**src/rtl/sobel_pkg.sv**
```systemverilog
`default_nettype none
// ============================================================================
// Module   : sobel_pkg
// Purpose  : Shared types and constants for the Sobel scan controller:
//            FSM state encoding, default widths, clamp limit and the
//            3x3 window offsets walked by the fetch sequence.
// Revision : 1.0 - initial release
// ============================================================================
package sobel_pkg;

    localparam int DEF_PIX_W  = 12;
    localparam int DEF_ADDR_W = 10;

    // Largest representable pixel value; gradient magnitudes saturate here
    localparam int PIX_MAX = (1 << DEF_PIX_W) - 1;

    // Window offsets biased by +1 (0..2) so they stay unsigned; window
    // index k maps to dy = K_ROW_OFS[k]-1, dx = K_COL_OFS[k]-1
    localparam logic [1:0] K_ROW_OFS [0:8] = '{2'd0, 2'd0, 2'd0,
                                               2'd1, 2'd1, 2'd1,
                                               2'd2, 2'd2, 2'd2};
    localparam logic [1:0] K_COL_OFS [0:8] = '{2'd0, 2'd1, 2'd2,
                                               2'd0, 2'd1, 2'd2,
                                               2'd0, 2'd1, 2'd2};

    typedef enum logic [2:0] {
        IDLE    = 3'd0,
        FETCH   = 3'd1,
        WAIT    = 3'd2,
        COMPUTE = 3'd3,
        EMIT    = 3'd4,
        DONE    = 3'd5
    } state_t;

endpackage
`default_nettype wire

```
**src/rtl/sobel_kernel.sv**
```systemverilog
`default_nettype none
// ============================================================================
// Module   : sobel_kernel
// Purpose  : Combinational 3x3 Sobel operator. Produces |Gx|+|Gy| for the
//            window win[0..8] (row-major) saturated to the pixel range.
// Revision : 1.0 - initial release
// ============================================================================
module sobel_kernel
    import sobel_pkg::*;
#(
    parameter int PIX_W = DEF_PIX_W
) (
    input  logic [PIX_W-1:0] win [0:8],
    output logic [PIX_W-1:0] mag
);

    // Partial sums hold up to 4*max pixel, gradients one sign bit more,
    // and the magnitude one more carry bit on top of that
    localparam int SW = PIX_W + 2;
    localparam int GW = PIX_W + 3;
    localparam int MW = PIX_W + 4;
    localparam logic [MW-1:0] MAG_CLAMP = MW'((1 << PIX_W) - 1);

    logic        [SW-1:0] w_xp;
    logic        [SW-1:0] w_xn;
    logic        [SW-1:0] w_yp;
    logic        [SW-1:0] w_yn;
    logic signed [GW-1:0] w_gx;
    logic signed [GW-1:0] w_gy;
    logic        [GW-1:0] w_ax;
    logic        [GW-1:0] w_ay;
    logic        [MW-1:0] w_mag;

    // Weighted column/row sums, both gradients, absolute sum and saturation
    always_comb begin
        w_xp  = SW'(win[2]) + SW'({win[5], 1'b0}) + SW'(win[8]);
        w_xn  = SW'(win[0]) + SW'({win[3], 1'b0}) + SW'(win[6]);
        w_yp  = SW'(win[6]) + SW'({win[7], 1'b0}) + SW'(win[8]);
        w_yn  = SW'(win[0]) + SW'({win[1], 1'b0}) + SW'(win[2]);
        w_gx  = $signed(GW'(w_xp)) - $signed(GW'(w_xn));
        w_gy  = $signed(GW'(w_yp)) - $signed(GW'(w_yn));
        w_ax  = w_gx[GW-1] ? GW'(-w_gx) : GW'(w_gx);
        w_ay  = w_gy[GW-1] ? GW'(-w_gy) : GW'(w_gy);
        w_mag = MW'(w_ax) + MW'(w_ay);
        mag   = (w_mag > MAG_CLAMP) ? MAG_CLAMP[PIX_W-1:0] : w_mag[PIX_W-1:0];
    end

endmodule
`default_nettype wire

```
**src/rtl/sobel_sched.sv**
```systemverilog
`default_nettype none
// ============================================================================
// Module   : sobel_sched
// Purpose  : Owns the shared pixel memory. In IDLE the host may write the
//            image; once started, the scan engine walks every interior
//            pixel, fetches its 3x3 window, and streams one clamped Sobel
//            magnitude per pixel over a valid/ready interface.
// Revision : 1.0 - initial release
// ============================================================================
module sobel_sched
    import sobel_pkg::*;
#(
    parameter int IMG_W  = 32,
    parameter int IMG_H  = 32,
    parameter int ADDR_W = DEF_ADDR_W,
    parameter int PIX_W  = DEF_PIX_W
) (
    input  logic              clk,
    input  logic              rst_n,
    input  logic              host_wr,
    input  logic [ADDR_W-1:0] host_addr,
    input  logic [PIX_W-1:0]  host_data,
    output logic              host_ready,
    input  logic              start,
    input  logic              abort,
    output logic              busy,
    output logic              done,
    output logic              mem_wr_en,
    output logic [ADDR_W-1:0] mem_wr_addr,
    output logic [PIX_W-1:0]  mem_wr_data,
    output logic [ADDR_W-1:0] mem_rd_addr,
    input  logic [PIX_W-1:0]  mem_rd_data,
    output logic              res_valid,
    input  logic              res_ready,
    output logic [ADDR_W-1:0] res_addr,
    output logic [PIX_W-1:0]  res_mag
);

    localparam logic [ADDR_W-1:0] C_ONE     = ADDR_W'(1);
    localparam logic [ADDR_W-1:0] C_LAST_C  = ADDR_W'(IMG_W - 2);
    localparam logic [ADDR_W-1:0] C_LAST_R  = ADDR_W'(IMG_H - 2);
    localparam logic [ADDR_W-1:0] C_WIDTH   = ADDR_W'(IMG_W);

    state_t            r_state;
    logic [ADDR_W-1:0] r_row;
    logic [ADDR_W-1:0] r_col;
    logic [3:0]        r_k;
    logic [PIX_W-1:0]  r_win [0:8];
    logic [ADDR_W-1:0] r_res_addr;
    logic [PIX_W-1:0]  r_res_mag;

    logic              w_busy;
    logic [ADDR_W-1:0] w_win_row;
    logic [ADDR_W-1:0] w_win_col;
    logic [ADDR_W-1:0] w_rd_addr;
    logic [PIX_W-1:0]  w_mag;

    // Window pixel address for the current fetch index; row/col >= 1 so the
    // -1 bias never underflows
    always_comb begin
        w_win_row = r_row + ADDR_W'(K_ROW_OFS[r_k]) - C_ONE;
        w_win_col = r_col + ADDR_W'(K_COL_OFS[r_k]) - C_ONE;
        w_rd_addr = ADDR_W'(w_win_row * C_WIDTH + w_win_col);
    end

    sobel_kernel #(
        .PIX_W (PIX_W)
    ) u_kernel (
        .win (r_win),
        .mag (w_mag)
    );

    // Memory write port belongs to the host only while the scan is idle;
    // host_ready is held low during reset so every output reads zero there
    always_comb begin
        w_busy      = (r_state == FETCH) || (r_state == WAIT) ||
                      (r_state == COMPUTE) || (r_state == EMIT);
        host_ready  = rst_n && (r_state == IDLE);
        mem_wr_en   = host_wr && host_ready;
        mem_wr_addr = host_addr;
        mem_wr_data = host_data;
        mem_rd_addr = (r_state == FETCH) ? w_rd_addr : '0;
        busy        = w_busy;
        done        = (r_state == DONE);
        res_valid   = (r_state == EMIT);
        res_addr    = r_res_addr;
        res_mag     = r_res_mag;
    end

    // Scan sequencer: fetch window, compute, hand off, advance raster position
    always_ff @(posedge clk or negedge rst_n) begin
        if (!rst_n) begin
            r_state    <= IDLE;
            r_row      <= C_ONE;
            r_col      <= C_ONE;
            r_k        <= 4'd0;
            r_res_addr <= '0;
            r_res_mag  <= '0;
            for (int i = 0; i < 9; i++) begin
                r_win[i] <= '0;
            end
        end else if (abort && w_busy) begin
            // Abort wins over a simultaneous handshake; the pending result is dropped
            r_state <= IDLE;
            r_row   <= C_ONE;
            r_col   <= C_ONE;
            r_k     <= 4'd0;
        end else begin
            case (r_state)
                IDLE: begin
                    if (start) begin
                        r_state <= FETCH;
                        r_row   <= C_ONE;
                        r_col   <= C_ONE;
                        r_k     <= 4'd0;
                    end
                end
                FETCH: begin
                    // Read data lags the address by one cycle
                    if (r_k != 4'd0) begin
                        r_win[r_k - 4'd1] <= mem_rd_data;
                    end
                    if (r_k == 4'd8) begin
                        r_state <= WAIT;
                    end else begin
                        r_k <= r_k + 4'd1;
                    end
                end
                WAIT: begin
                    r_win[8] <= mem_rd_data;
                    r_state  <= COMPUTE;
                end
                COMPUTE: begin
                    r_res_addr <= ADDR_W'(r_row * C_WIDTH + r_col);
                    r_res_mag  <= w_mag;
                    r_state    <= EMIT;
                end
                EMIT: begin
                    if (res_ready) begin
                        r_k <= 4'd0;
                        if ((r_row == C_LAST_R) && (r_col == C_LAST_C)) begin
                            r_state <= DONE;
                            r_row   <= C_ONE;
                            r_col   <= C_ONE;
                        end else begin
                            r_state <= FETCH;
                            if (r_col == C_LAST_C) begin
                                r_col <= C_ONE;
                                r_row <= r_row + C_ONE;
                            end else begin
                                r_col <= r_col + C_ONE;
                            end
                        end
                    end
                end
                DONE: begin
                    r_state <= IDLE;
                end
                default: begin
                    r_state <= IDLE;
                end
            endcase
        end
    end

endmodule
`default_nettype wire

```
**config.mk**
```make
export PLATFORM = sky130hd
export DESIGN_NAME = sobel_sched
export DESIGN_NICKNAME = d
export VERILOG_FILES = /design/src/rtl/sobel_pkg.sv /design/src/rtl/sobel_kernel.sv /design/src/rtl/sobel_sched.sv
export SDC_FILE = /design/constraint.sdc
export NUM_CORES = 1
export LEC_CHECK = 0
export CORE_UTILIZATION = 50
export CTS_BUF_LIST = sky130_fd_sc_hd__clkbuf_4 sky130_fd_sc_hd__clkbuf_8
export DETAILED_ROUTE_END_ITERATION = 7
export GPL_TIMING_DRIVEN = 0
export PLACE_DENSITY = 0.67
export SYNTH_ARGS = -nofsm -noshare
export SYNTH_HDL_FRONTEND = slang
export SYNTH_SLANG_ARGS = --single-unit
```
**constraint.sdc**
```tcl
create_clock -name clk -period 11.2 [get_ports clk]
set_clock_uncertainty 0.15 [all_clocks]
set_input_delay 1.12 -clock clk [delete_from_list [all_inputs] [get_ports clk]]
set_output_delay 1.12 -clock clk [all_outputs]
set_load 0.03 [all_outputs]
```
* Word level (Yosys, flattened, before mapping) *
Memory sizes are Yosys's and may differ from the RTL's.
Cells that the tools add are included.

operators by class
  bitwise gates (word level) = 3
  magnitude comparators = 4
  $add $sub $neg = 23
  equal/unequal tests = 14
  reductions and logical operators = 20
  muxes and demuxes = 35

operator list
  kind                   count
  $bwmux 108             1
  $mux 10                10
  $add 12x13->14         4
  $add 14x12->14         4
  $demux 12 s4           1
  $pmux 10 s2            2
  $mux 12                3
  $mux 15                2
  $neg 15->15            2
  $sub 14x14->15         2
  $pmux 12 s2            1
  $add 10x1->10 const B  2
  $add 10x10->10         2
  $eq 10x5->1 const B    2
  $add 15x15->16         1
  $gt 16x12->1 const B   1
  $mux 4                 4
  $mux 3                 5
  $pmux 3 s5             1
  $pmux 4 s3             1
  $reduce_and 3->1       4
  $add 10x2->10          1
  $ge 5x5->1 const B     2
  $not 4->5              2
  other kinds (25)       39

storage, ports and cells
  flip-flop bits (word level) = 157
  logic and storage cells = 116
  output and inout port bits = 59
  memories kept = 2
  bits in read-only memories = 64
  input bits = 40

memories
  memory            depth  width  read ports  clocked after Yosys merged registers in  write ports  line               source
  (name not given)  16     2      1           0                                        0            sobel_sched.sv:62  w_win_col = r_col + ADDR_W'(K_COL_OFS[r_k]) - C_ONE;
  (name not given)  16     2      1           0                                        0            sobel_sched.sv:61  w_win_row = r_row + ADDR_W'(K_ROW_OFS[r_k]) - C_ONE;

* Logic depth before layout (Yosys ltp) *
Gate-level depths: netlist (run 1).

  depth in word-level cells = 9
  depth in mapped cells = 28
  mapped depth without buffers = 26

* Hierarchy *
A second synthesis (run 1) with hierarchy kept.

unflattened totals
  cell total of the unflattened synthesis = 1263
  area total of the unflattened synthesis = 12719.7 um^2

modules (own cells, without submodules)
  module        times used  area each (um^2)  sequential area each (um^2)  cells an instance
  sobel_sched   1           7787.5            3931.3                       672
  sobel_kernel  1           4932.2            0.0                          591

* Worst setup path after synthesis (run 1) *
OpenSTA, ideal clock, no wires.

  kind = register to register
  start = register r_win[74] (netlist name)
  end = register r_res_mag[9] (netlist: res_mag[9])
  buffers on the path = 2
  setup slack = 5.001 ns
  arrival = 5.917 ns
  cell stages (with the launch flop) = 27
  required time = 10.918 ns
  setup time = 0.132 ns
  cell sequence = dfrtp_1 inv_1 fa_1 fa_1 inv_1 fa_1 inv_1 ha_1 a211o_1 a21oi_1 o21ai_0 a41oi_1 o21ai_0 a21o_1 buf_1 a21oi_1 xnor2_1 ha_1 a21oi_2 o22ai_1 nor2_1 a31oi_1 o21a_1 or4_4 a2111oi_2 buf_6 a21oi_1

on the way
  longest elaborated chain between the ends = 8
  elaborated cells between the ends (all ways) = 12

ends and longest elaborated chain
  what                              line                source
  start: declaration                sobel_sched.sv:48   logic [PIX_W-1:0] r_win [0:8];
  start signal: indexed assignment  sobel_sched.sv:121  r_win[r_k - 4'd1] <= mem_rd_data;
  $add 12x13->14                    sobel_kernel.sv:36  w_xp = SW'(win[2]) + SW'({win[5], 1'b0}) + SW'(win[8]);
  $add 14x12->14                    sobel_kernel.sv:36
  $sub 14x14->15                    sobel_kernel.sv:40  w_gx = $signed(GW'(w_xp)) - $signed(GW'(w_xn));
  $neg 15->15                       sobel_kernel.sv:42  w_ax = w_gx[GW-1] ? GW'(-w_gx) : GW'(w_gx);
  $mux 15                           sobel_kernel.sv:42
  $add 15x15->16 (*)                sobel_kernel.sv:44  w_mag = MW'(w_ax) + MW'(w_ay);
  $gt 16x12->1                      sobel_kernel.sv:45  mag = (w_mag > MAG_CLAMP) ? MAG_CLAMP[PIX_W-1:0] : w_mag[PIX_W-1:0];
  $mux 12 (*)                       sobel_kernel.sv:45
  end signal: assignment            sobel_sched.sv:135  r_res_mag <= w_mag;
  end: declaration                  sobel_sched.sv:50   logic [PIX_W-1:0] r_res_mag;

Every way passes the cells marked *; elsewhere a longest branch is shown, timed or not.
A chain may end at the register's enable or synchronous reset.

* Final worst setup path (run 1) *
  start = register r_win[26] (netlist name)
  end = register r_res_mag[9] (netlist: res_mag[9])

on the way
  longest elaborated chain between the ends = 8
  elaborated cells between the ends (all ways) = 12

ends and longest elaborated chain
  what                line                source
  $add 12x13->14      sobel_kernel.sv:38  w_yp = SW'(win[6]) + SW'({win[7], 1'b0}) + SW'(win[8]);
  $add 14x12->14      sobel_kernel.sv:38
  $sub 14x14->15      sobel_kernel.sv:41  w_gy = $signed(GW'(w_yp)) - $signed(GW'(w_yn));
  $neg 15->15         sobel_kernel.sv:43  w_ay = w_gy[GW-1] ? GW'(-w_gy) : GW'(w_gy);
  $mux 15             sobel_kernel.sv:43
  $add 15x15->16 (*)  sobel_kernel.sv:44
  $gt 16x12->1        sobel_kernel.sv:45
  $mux 12 (*)         sobel_kernel.sv:45

Marks and branches as above.

==> results of run 1 <==
[critical path, delay by kind of cell, from the launching register on]
family                     cells  cell delay [ns]
adders and majority gates      5             2.25
AOI/OAI and AO/OA             11             2.41
and+or+nand+nor                4             0.90
xor gates and xnor gates       1             0.20
buffers and inverters          5             0.71
DFF                            1             0.37
[cell usage in the layout, fill, tap and decap left out, types with 5 or more instances in the layout]
cell / instances
sky130_fd_sc_hd__o211ai_1: 5
sky130_fd_sc_hd__inv_1: 213
sky130_fd_sc_hd__o31ai_1: 11
sky130_fd_sc_hd__a31oi_1: 12
sky130_fd_sc_hd__nand4_1: 6
sky130_fd_sc_hd__clkbuf_1: 31
sky130_fd_sc_hd__nor2_1: 85
sky130_fd_sc_hd__clkbuf_8: 17
sky130_fd_sc_hd__a21o_1: 15
sky130_fd_sc_hd__o21a_1: 10
sky130_fd_sc_hd__ha_1: 88
sky130_fd_sc_hd__nand3_1: 19
sky130_fd_sc_hd__xor2_1: 30
sky130_fd_sc_hd__a21oi_1: 59
sky130_fd_sc_hd__a41oi_1: 5
sky130_fd_sc_hd__xnor2_1: 45
sky130_fd_sc_hd__nor2b_1: 8
sky130_fd_sc_hd__and3_1: 17
sky130_fd_sc_hd__fa_1: 98
sky130_fd_sc_hd__mux2_2: 25
sky130_fd_sc_hd__a211oi_1: 6
sky130_fd_sc_hd__o21bai_1: 5
sky130_fd_sc_hd__o21ai_0: 124
sky130_fd_sc_hd__nor3_1: 16
sky130_fd_sc_hd__and2_1: 7
sky130_fd_sc_hd__nand2b_1: 8
sky130_fd_sc_hd__dfrtp_1: 143
sky130_fd_sc_hd__clkdlybuf4s50_1: 71
sky130_fd_sc_hd__buf_4: 23
sky130_fd_sc_hd__nand2_1: 125
[layout make-up]
type                       count  area share
multi-input combinational    879      0.5269
timing repair buffer          73     0.05567
clock inverter                13     0.01478
tap                          319     0.02965
inverter                     213     0.05939
clock buffer                  19     0.01849
sequential                   145      0.2697
buffer                        64     0.02546
[routing by layer]
layer	GRT usage	vias to the layer above
li1	-	4389
met1	0.3656	4420
met2	0.4058	239
met3	0.03556	42
met4	0.08310	0
met5	0	-
[through the flow]
stage	hold WS (ns)	worst slack, ns	cells	area, um^2	utilization
floorplan	0.2962	5.001	1301	11870	-
global placement	0.3172	1.731	1692	12990	0.5549
detailed placement	0.3228	4.112	1693	13020	0.5561
CTS	0.3446	4.084	1725	13460	0.5753
global route	0.3677	3.651	1725	13460	0.5753
finish	0.3402	4.066	1725	13460	0.5753
[cells by family (layout without fill, tap and decap cells)]
logic type | Yosys count | count (layout) | share of synthesized area
AOI/OAI and AO/OA | 272 | 272 | 0.1346
DFF | 145 | 145 | 0.3060
adders and majority gates | 186 | 186 | 0.2581
buffers and inverters | 277 | 382 | 0.09627
muxes | 29 | 29 | 0.02710
xor gates and xnor gates | 75 | 75 | 0.05536
and+or+nand+nor | 317 | 317 | 0.1225
[how the worst max path moves through the flow]
stage              start          to  slack, ns  cells after the start
5_1_grt        r_win[26]  res_mag[9]       3.65                     26
3_5_place_dp   r_win[26]  res_mag[9]       4.11                     26
4_1_cts        r_win[26]  res_mag[9]       4.08                     26
6_report       r_win[26]  res_mag[9]       4.07                     26
2_1_floorplan  r_win[74]  res_mag[9]       5.00                     26
3_3_place_gp       rst_n   mem_wr_en       1.73                      4
[flip-flops by register name (all words and copies together), names as in the netlist]
name      count
res_addr     10
r_k           4
r_col        10
r_row        10
r_win        96
res_mag      12
r_state       3
==> PnR_summary.wiki, run 1 <==
{| class="wikitable"
! Metric !! Value
|-
| Global-route wire length before repair || 48.19 mm
|-
| Via count of the first global-routing pass || 9,238
|-
| Final hold viol count || 0
|-
| Maximum Capacitance Violations || 0
|-
| HPWL after DPL || ~22 mm
|-
| Hold-fix buffers at CTS || 0
|-
| RSZ-0062 raised after global routing || no
|-
| Number of optimization iterations in the first detailed-route pass || 5
|-
| Maximum level of the CTS H-tree || 4
|-
| Crit path max-delay cell type || sky130_fd_sc_hd__a2111oi_2
|-
| DR WL met2 || 13.48 mm
|-
| Endpoint of the lowest-slack register-to-register path || res_mag[9]
|-
| DRC violation count after routing || 0
|-
| Number of placement rows || 56
|-
| Kind of start point of the critical path || flip-flop
|-
| Antenna-violating nets left || 0
|-
| Share of cells above drive strength 1 || 0.07468
|-
| Origin of the critical flop-to-flop path || r_win[26]
|-
| Setup slack, reg-to-reg || between 4 and 5 ns
|-
| Largest net degree at the start of global routing || 97
|-
| Top routing layer in use || met4
|-
| Dominant cell type by area after synthesis || sky130_fd_sc_hd__dfrtp_1
|-
| Horizontal die dimension || around 160 um
|-
| Root Driver || sky130_fd_sc_hd__clkbuf_8
|-
| I/O Buffers || 72
|-
| Resize count post-CTS || 0
|-
| Initial drt markers || 768
|-
| Share of the yosys chip area belonging to registers || 0.3060
|-
| Clock period minus final worst setup slack || 7.134 ns
|-
| Critical path fanouts, max || 10
|-
| Floorplan core area || approximately 23,000 um^2
|-
| Max Transition Viols Final || 0
|-
| Vert. Die Dim || ~160 um
|-
| Number of enable flip-flop cells after synthesis || 0
|-
| Reg clk slew, reported paths || 0.09 ns
|-
| Outcome || complete, no violations
|-
| Proportion of synthesized flip-flops having asynchronous set or reset || 1.000
|-
| Total wire length after detailed routing || 29.22 mm
|-
| Final weighted congestion in routability-driven placement || 0.8991
|-
| Headroom to the max-slew limit || 0.4259
|-
| Summed instance area of the synthesized netlist || about 12,000 um^2
|-
| Post-detailed-route wirelength per cell || about 17 um
|-
| Layout Area Growth over Synthesis || 13.45%
|-
| Synthesized netlist cell count || between 1k and 1.5k
|-
| TritonCTS sink count || 145
|-
| Synthesis-stage register bit count || 145
|-
| Commonest cells post-synth || 213 x sky130_fd_sc_hd__inv_1, 143 x sky130_fd_sc_hd__dfrtp_1, 125 x sky130_fd_sc_hd__nand2_1
|-
| Highest achievable clock rate || 140.2 MHz
|-
| Overall global routing resource usage || 0.2573
|-
| IO Pins || 99
|-
| Synth warn || 0
|-
| Least-Margin Pin Slew || between 0.8 and 0.9 ns
|-
| Max incr delay on CP || 0.67 ns
|-
| Clock buffer count from CTS || 17
|-
| Final worst path period share || 0.6369
|-
| Initial antenna violation count || 0
|-
| Clock latency on the worst-skew pair || 0.48 ns
|-
| Remaining global-route overflow || 0
|-
| Detailed-route vias per instance || approximately 5.3
|-
| Number of distinct standard cells referenced by the synthesized netlist || slightly above 60
|-
| CTS max path bufs || 2
|-
| Share of the synthesized area in the top cell type || 0.3016
|-
| Main area contributors after synthesis || sky130_fd_sc_hd__dfrtp_1 30%, sky130_fd_sc_hd__fa_1 17%, sky130_fd_sc_hd__ha_1 9.3%, sky130_fd_sc_hd__inv_1 6.7%, sky130_fd_sc_hd__o21ai_0 5.2%
|-
| Worst hold stages || 2
|-
| Layout Nets || 1,619
|-
| Reg2reg path depth || 26
|-
| Routed wl met3 || 1.189 mm
|-
| Diode count || 0
|-
| Setup Fix Bufs, Post-CTS || 0
|-
| Wire length the detailed router placed on met1 || around 14 mm
|-
| Most frequent cell after synthesis || sky130_fd_sc_hd__inv_1
|-
| Sum of negative setup slack || 0 ns
|-
| Number of fill cells in the layout || between 2k and 2.5k
|-
| Total number of vias || around 9k
|-
| Setup Viol. Count Final || 0
|-
| Worst hold path type || flip-flop to flip-flop
|-
| Area of the multi-input gates || 7093 um^2
|-
| Initial Util || 0.5071
|-
| Type of the setup path with the least slack || flip-flop to flip-flop
|-
| Mean cell area of the mapped netlist || 9.121 um^2
|-
| Number of nets in the synthesized netlist || 1,527
|-
| TritonCTS clock tree || built
|-
| Endpoint, Worst Hold || res_addr[2]
|-
| DIE AREA || 24,350 um^2
|-
| Crit path required time || 11.40 ns
|-
| Top flip-flop cell by instance count after synthesis || sky130_fd_sc_hd__dfrtp_1
|-
| WP data arrival || 7.34 ns
|-
| Critical hold path startpoint || res_addr[2]
|-
| Worst setup EP type || flip-flop
|-
| Reg area || 3631 um^2
|}
Power of run 1 is not shown: default switching activity piles up to over one toggle a cycle in this logic, so the estimate is an artifact.
==> run 2: changes to the inputs <==
clock period = 6.7 ns   (was 11.2 ns; I/O delays follow)
==> PnR_summary.wiki, run 2 (synthesized netlist as in run 1, its figures left out) <==
{| class="wikitable"
! Metric !! Value
|-
| Crit path max-delay cell type || sky130_fd_sc_hd__fa_1
|-
| Final hold viol count || 0 (unchanged)
|-
| Setup Viol. Count Final || 0 (unchanged)
|-
| Remaining global-route overflow || 0 (unchanged)
|-
| Worst setup EP type || flip-flop
|-
| Reg2reg path depth || 26 (unchanged)
|-
| TritonCTS sink count || 145 (unchanged)
|-
| Post-detailed-route wirelength per cell || 17.11 um (+1.0%)
|-
| Layout Area Growth over Synthesis || 16.94%
|-
| Final weighted congestion in routability-driven placement || 0.8991 (unchanged)
|-
| I/O Buffers || 72 (unchanged)
|-
| Top reg by flops || r_win
|-
| WP data arrival || 6.72 ns (-0.62 ns)
|-
| Largest net degree at the start of global routing || 97 (unchanged)
|-
| Outcome || complete, no violations
|-
| Number of placement rows || 56 (unchanged)
|-
| Share of cells above drive strength 1 || 0.1233 (+0.04866)
|-
| Headroom to the max-slew limit || 0.4295 (+0.003638)
|-
| Critical path fanouts, max || 6 (-4)
|-
| Detailed-route vias per instance || 5.310 (+0.76%)
|-
| Commonest non-fill, non-tap cells in the layout || 206 x sky130_fd_sc_hd__inv_1, 143 x sky130_fd_sc_hd__dfrtp_1, 124 x sky130_fd_sc_hd__nand2_1, 118 x sky130_fd_sc_hd__o21ai_0, 96 x sky130_fd_sc_hd__fa_1
|-
| Initial drt markers || 745 (-3.0%)
|-
| Floorplan core area || 23,400 um^2 (unchanged)
|-
| IO Pins || 99 (unchanged)
|-
| Worst hold path type || flip-flop to flip-flop
|-
| CTS max path bufs || 2 (unchanged)
|-
| TritonCTS clock tree || built
|-
| DIE AREA || 24,350 um^2 (unchanged)
|-
| Kind of start point of the critical path || flip-flop
|-
| Clock latency on the worst-skew pair || 0.49 ns (about the same)
|-
| Type of the setup path with the least slack || flip-flop to flip-flop
|-
| Worst hold stages || 2 (unchanged)
|-
| Most common cell after layout, fill and taps aside || sky130_fd_sc_hd__inv_1
|-
| Root Driver || sky130_fd_sc_hd__clkbuf_8
|-
| Antenna-violating nets left || 0 (unchanged)
|-
| HPWL after DPL || 22.29 mm (unchanged)
|-
| Number of optimization iterations in the first detailed-route pass || 5 (unchanged)
|-
| Highest achievable clock rate || 153.9 MHz (+9.8%)
|-
| Global-route wire length before repair || 48.36 mm (+0.34%)
|-
| Placed cell count || 1,693 (unchanged)
|-
| Maximum Capacitance Violations || 0 (unchanged)
|-
| Critical hold path startpoint || res_addr[2]
|-
| Endpoint of the lowest-slack register-to-register path || res_mag[4]
|-
| Clock buffer count from CTS || 17 (unchanged)
|-
| Non-filler instance count after layout || 1,746 (+1.2%)
|-
| Layout Nets || 1,640 (+1.3%)
|-
| Initial Util || 0.5071 (unchanged)
|-
| Setup slack, reg-to-reg || 0.20 ns (-3.87 ns)
|-
| Reg clk slew, reported paths || 0.09 ns (about the same)
|-
| Cell class contributing the biggest share of worst-path delay || adder cells
|-
| Endpoint, Worst Hold || res_addr[2]
|-
| Initial antenna violation count || 0 (unchanged)
|-
| DRC violation count after routing || 0 (unchanged)
|-
| Max incr delay on CP || 0.55 ns (-0.12 ns)
|-
| Least-Margin Pin Slew || 0.8558 ns (-0.005458 ns)
|-
| Max FFs per register || 96 (unchanged)
|-
| Util after Layout || 0.5930 (+0.01770)
|-
| Via count of the first global-routing pass || 9,240 (+0.022%)
|-
| Number of fill cells in the layout || 2,041 (-2.3%)
|-
| Horizontal die dimension || 156.1 um (unchanged)
|-
| Max Transition Viols Final || 0 (unchanged)
|-
| Maximum level of the CTS H-tree || 4 (unchanged)
|-
| Clock period minus final worst setup slack || 6.499 ns (-0.6350 ns)
|-
| Total wire length after detailed routing || 29.88 mm (+2.2%)
|-
| Crit path required time || 6.92 ns (-4.48 ns)
|-
| Critical path buffers and inverters || 5 (unchanged)
|-
| Final Hold Slack || 0.3403 ns (+0.00004900 ns)
|-
| Total number of vias || 9,271 (+2.0%)
|-
| Vert. Die Dim || 156.1 um (unchanged)
|-
| Overall global routing resource usage || 0.2585 (+0.001156)
|-
| Final worst path period share || 0.9700 (+0.3330)
|-
| Cell with the most instances on the worst path || sky130_fd_sc_hd__fa_1
|-
| Origin of the critical flop-to-flop path || r_win[26]
|-
| Diode count || 0 (unchanged)
|}
-- run 2: changes by cell type in the layout (fill, tap and decap cells not counted), moves of 4 or more --
cell,previous run,this run
sky130_fd_sc_hd__a21oi_1,59,51
sky130_fd_sc_hd__o21ai_0,124,118
sky130_fd_sc_hd__inv_1,213,206
sky130_fd_sc_hd__inv_2,0,7
sky130_fd_sc_hd__buf_4,23,44
sky130_fd_sc_hd__ha_1,88,82
sky130_fd_sc_hd__nor2_2,1,6
sky130_fd_sc_hd__nor2_1,85,79
sky130_fd_sc_hd__o21ai_2,1,5
sky130_fd_sc_hd__a21oi_2,1,8
-- run 2: worst max path at each step --
stage	start	endpoint	cells after the start
3_3_place_gp	rst_n	mem_wr_en	4
5_1_grt	r_win[26]	res_mag[2]	26
3_5_place_dp	r_win[26]	res_mag[9]	26
4_1_cts	r_win[27]	res_mag[2]	26
6_report	r_win[26]	res_mag[4]	26
2_1_floorplan	r_win[74]	res_mag[9]	26
-- run 2: per-stage QoR --
step                      setup slack, ns  cell area, um^2  TNS [ns]
after global routing             -0.08920            13880   -0.6679
final                              0.2012            13880         0
after global placement             -1.869            12990   -199.41
after floorplan                    0.5008            11870         0
after CTS                        0.005338            13580         0
after detailed placement          -0.3882            13020    -4.315
-- run 2: area by class of cell --
class                   instances  area (um^2)  area share
well taps                     319        399.1     0.02876
clock inverters                13        198.9     0.01434
multi-input cells             879         7322      0.5276
plain buffers                  63        360.3     0.02597
inverters                     213        799.5     0.05761
repair buffers                 95        917.1     0.06609
flip-flops and latches        145         3631      0.2617
clock buffers                  19        249.0     0.01794
-- run 2: repair_timing --
action | 4_1_cts | 5_1_grt
buffers inserted | 9 | 11
gates cloned | 1 | 0
hold buffers | 1 | 0
setup endpoints to repair | 12 | 12
pin swaps | 6 | 26
gates resized for setup | 9 | 62
hold endpoints to repair | 50 | 0
-- run 2: metal layers --
metal / routed length (um) / vias up / GRT usage / part of all wire
li1: - / 4439 / - / -
met1: 14080 / 4571 / 0.3676 / 0.47
met2: 13920 / 220 / 0.4077 / 0.47
met3: 1260 / 41 / 0.03583 / 0.042
met4: 614 / 0 / 0.08217 / 0.021
met5: 0 / - / 0 / 0
-- run 2: worst min-delay path, cell delays in order (launching register included) --
cell and delay (ns):
sky130_fd_sc_hd__dfrtp_1 0.35, sky130_fd_sc_hd__nand2_1 0.05, sky130_fd_sc_hd__o21ai_0 0.06
Power of run 2 is left out for the same reason.
==> run 3: changes to the inputs <==
CAP_MARGIN = 20   (was not set)
clock period = 6.6 ns   (was 6.7 ns; I/O delays follow)
==> PnR_summary.wiki, run 3 (synthesized netlist as in run 1, its figures left out) <==
{| class="wikitable"
! Metric !! Value
|-
| Outcome || complete, no violations
|-
| Clock latency on the worst-skew pair || 0.49 ns (about the same)
|-
| Number of fill cells in the layout || 2,010 (-1.5%)
|-
| Total wire length after detailed routing || 30.10 mm (+0.75%)
|-
| DIE AREA || 24,350 um^2 (unchanged)
|-
| Maximum Capacitance Violations || 0 (unchanged)
|-
| Max FFs per register || 96 (unchanged)
|-
| Initial Util || 0.5071 (unchanged)
|-
| HPWL after DPL || 22.29 mm (unchanged)
|-
| Post-detailed-route wirelength per cell || 17.19 um (+0.46%)
|-
| DR WL met2 || 14.10 mm (+1.3%)
|-
| Least-Margin Pin Slew || 0.8509 ns (-0.004899 ns)
|-
| TritonCTS clock tree || built
|-
| Reg clk slew, reported paths || 0.09 ns (about the same)
|-
| Remaining global-route overflow || 0 (unchanged)
|-
| Reg area || 3631 um^2 (unchanged)
|-
| Setup Viol. Count Final || 0 (unchanged)
|-
| Overall global routing resource usage || 0.2602 (+0.001703)
|-
| Wire length the detailed router placed on met1 || 14.01 mm (-0.48%)
|-
| Clock buffer count from CTS || 17 (unchanged)
|-
| Via count of the first global-routing pass || 9,326 (+0.93%)
|-
| WP data arrival || 6.65 ns (-0.07 ns)
|-
| Initial antenna violation count || 0 (unchanged)
|-
| Routed wl met3 || 1.366 mm (+8.4%)
|-
| CTS max path bufs || 2 (unchanged)
|-
| Worst hold path type || flip-flop to flip-flop
|-
| Vert. Die Dim || 156.1 um (unchanged)
|-
| Diode count || 0 (unchanged)
|-
| Max Transition Viols Final || 0 (unchanged)
|-
| Crit path required time || 6.81 ns (-0.11 ns)
|-
| Number of optimization iterations in the first detailed-route pass || 7 (+2)
|-
| Highest achievable clock rate || 155.3 MHz (+0.92%)
|-
| Placed standard-cell area || 13,020 um^2 (unchanged)
|-
| IO Pins || 99 (unchanged)
|-
| Design area || 14,100 um^2 (+1.6%)
|-
| RSZ-0062 raised after global routing || yes
|-
| Critical path fanouts, max || 6 (unchanged)
|-
| Commonest non-fill, non-tap cells in the layout || 202 x sky130_fd_sc_hd__inv_1, 143 x sky130_fd_sc_hd__dfrtp_1, 124 x sky130_fd_sc_hd__nand2_1, 118 x sky130_fd_sc_hd__o21ai_0, 95 x sky130_fd_sc_hd__fa_1
|-
| Final weighted congestion in routability-driven placement || 0.8991 (unchanged)
|-
| I/O Buffers || 72 (unchanged)
|-
| Placed cell count || 1,693 (unchanged)
|-
| TritonCTS sink count || 145 (unchanged)
|-
| Worst setup EP type || flip-flop
|-
| Non-filler instance count after layout || 1,751 (+0.29%)
|-
| Headroom to the max-slew limit || 0.4328 (+0.003266)
|-
| Total number of vias || 9,317 (+0.50%)
|-
| Final hold viol count || 0 (unchanged)
|-
| Area of the multi-input gates || 7506 um^2 (+2.5%)
|-
| Floorplan core area || 23,400 um^2 (unchanged)
|-
| Layout Area Growth over Synthesis || 18.84%
|-
| Number of placement rows || 56 (unchanged)
|-
| Kind of start point of the critical path || flip-flop
|-
| Most common cell after layout, fill and taps aside || sky130_fd_sc_hd__inv_1
|-
| Global-route wire length before repair || 48.70 mm (+0.71%)
|-
| Final Hold Slack || 0.3403 ns (-0.00002800 ns)
|-
| Initial drt markers || 770 (+3.4%)
|-
| Antenna-violating nets left || 0 (unchanged)
|-
| Horizontal die dimension || 156.1 um (unchanged)
|-
| Top routing layer in use || met4
|-
| Maximum level of the CTS H-tree || 4 (unchanged)
|-
| Top reg by flops || r_win
|-
| Root Driver || sky130_fd_sc_hd__clkbuf_8
|-
| Final worst path period share || 0.9757 (+0.005711)
|-
| Share of cells above drive strength 1 || 0.1466 (+0.02331)
|-
| Detailed-route vias per instance || 5.321 (+0.21%)
|-
| Clock period minus final worst setup slack || 6.439 ns (-0.05931 ns)
|-
| Largest net degree at the start of global routing || 97 (unchanged)
|-
| Layout Nets || 1,645 (+0.30%)
|-
| DRC violation count after routing || 0 (unchanged)
|-
| Util after Layout || 0.6026 (+0.009623)
|-
| Type of the setup path with the least slack || flip-flop to flip-flop
|}
[run 3: layout make-up]
| class | count | share of cell area |
|---|---|---|
| flip-flops and latches | 145 | 0.2575 |
| repair buffers | 101 | 0.06823 |
| well taps | 319 | 0.02830 |
| plain buffers | 62 | 0.02529 |
| multi-input cells | 879 | 0.5323 |
| clock inverters | 13 | 0.01411 |
| inverters | 213 | 0.05669 |
| clock buffers | 19 | 0.01766 |
[run 3: worst paths after layout]
path / end / slack, ns / start / depth (start not counted)
worst max-delay path: res_mag[2] / 0.16 / r_win[26] / 26
worst min-delay path: res_addr[2] / 0.34 / res_addr[2] / 2
worst max register to register: res_mag[2] / 0.16 / r_win[26] / 26
worst min register to register: res_addr[2] / 0.34 / res_addr[2] / 2
max in group asynchronous: r_row[0] / 4.90 / rst_n / 3
min in group asynchronous: r_win[91] / 0.53 / rst_n / 2
[run 3: per-stage QoR]
step	setup slack, ns	TNS (ns)
2_1_floorplan	0.4008	0
3_3_place_gp	-1.949	-213.64
3_5_place_dp	-0.4882	-5.515
4_1_cts	0.0004232	0
5_1_grt	-0.1741	-1.616
6_report	0.1605	0
[run 3: metal layers]
metal,track usage,up-vias
li1,-,4449
met1,0.3689,4594
met2,0.4105,230
met3,0.03611,44
met4,0.08543,0
met5,0,-
[run 3: repair_timing]
| action | 4_1_cts | 5_1_grt |
|---|---|---|
| resized for setup | 23 | 80 |
| pin swaps | 14 | 41 |
| buffers inserted | 13 | 13 |
| endpoints found under the setup margin | 12 | 12 |
| endpoints found under the hold margin | 50 | 0 |
| cloned | 1 | 0 |
| hold buffers | 1 | 0 |
[run 3: worst max-delay path, stage by stage, from the launching register on]
cell	delay [ns]
sky130_fd_sc_hd__dfrtp_1	0.38
sky130_fd_sc_hd__inv_2	0.06
sky130_fd_sc_hd__fa_1	0.52
sky130_fd_sc_hd__fa_1	0.56
sky130_fd_sc_hd__inv_2	0.04
sky130_fd_sc_hd__fa_1	0.54
sky130_fd_sc_hd__inv_2	0.06
sky130_fd_sc_hd__fa_2	0.41
sky130_fd_sc_hd__a211o_1	0.27
sky130_fd_sc_hd__o211ai_1	0.14
sky130_fd_sc_hd__nand2b_1	0.11
sky130_fd_sc_hd__a21oi_2	0.15
sky130_fd_sc_hd__xor2_1	0.24
sky130_fd_sc_hd__and2_1	0.18
sky130_fd_sc_hd__buf_6	0.13
sky130_fd_sc_hd__a21oi_4	0.06
sky130_fd_sc_hd__xnor2_2	0.19
sky130_fd_sc_hd__ha_4	0.25
sky130_fd_sc_hd__a21oi_2	0.15
sky130_fd_sc_hd__o22ai_2	0.10
sky130_fd_sc_hd__nor2_2	0.15
sky130_fd_sc_hd__a31oi_1	0.11
sky130_fd_sc_hd__o21a_1	0.21
sky130_fd_sc_hd__or4_4	0.43
sky130_fd_sc_hd__a2111oi_4	0.44
sky130_fd_sc_hd__buf_4	0.23
sky130_fd_sc_hd__a21oi_1	0.06
Power of run 3 is left out for the same reason.
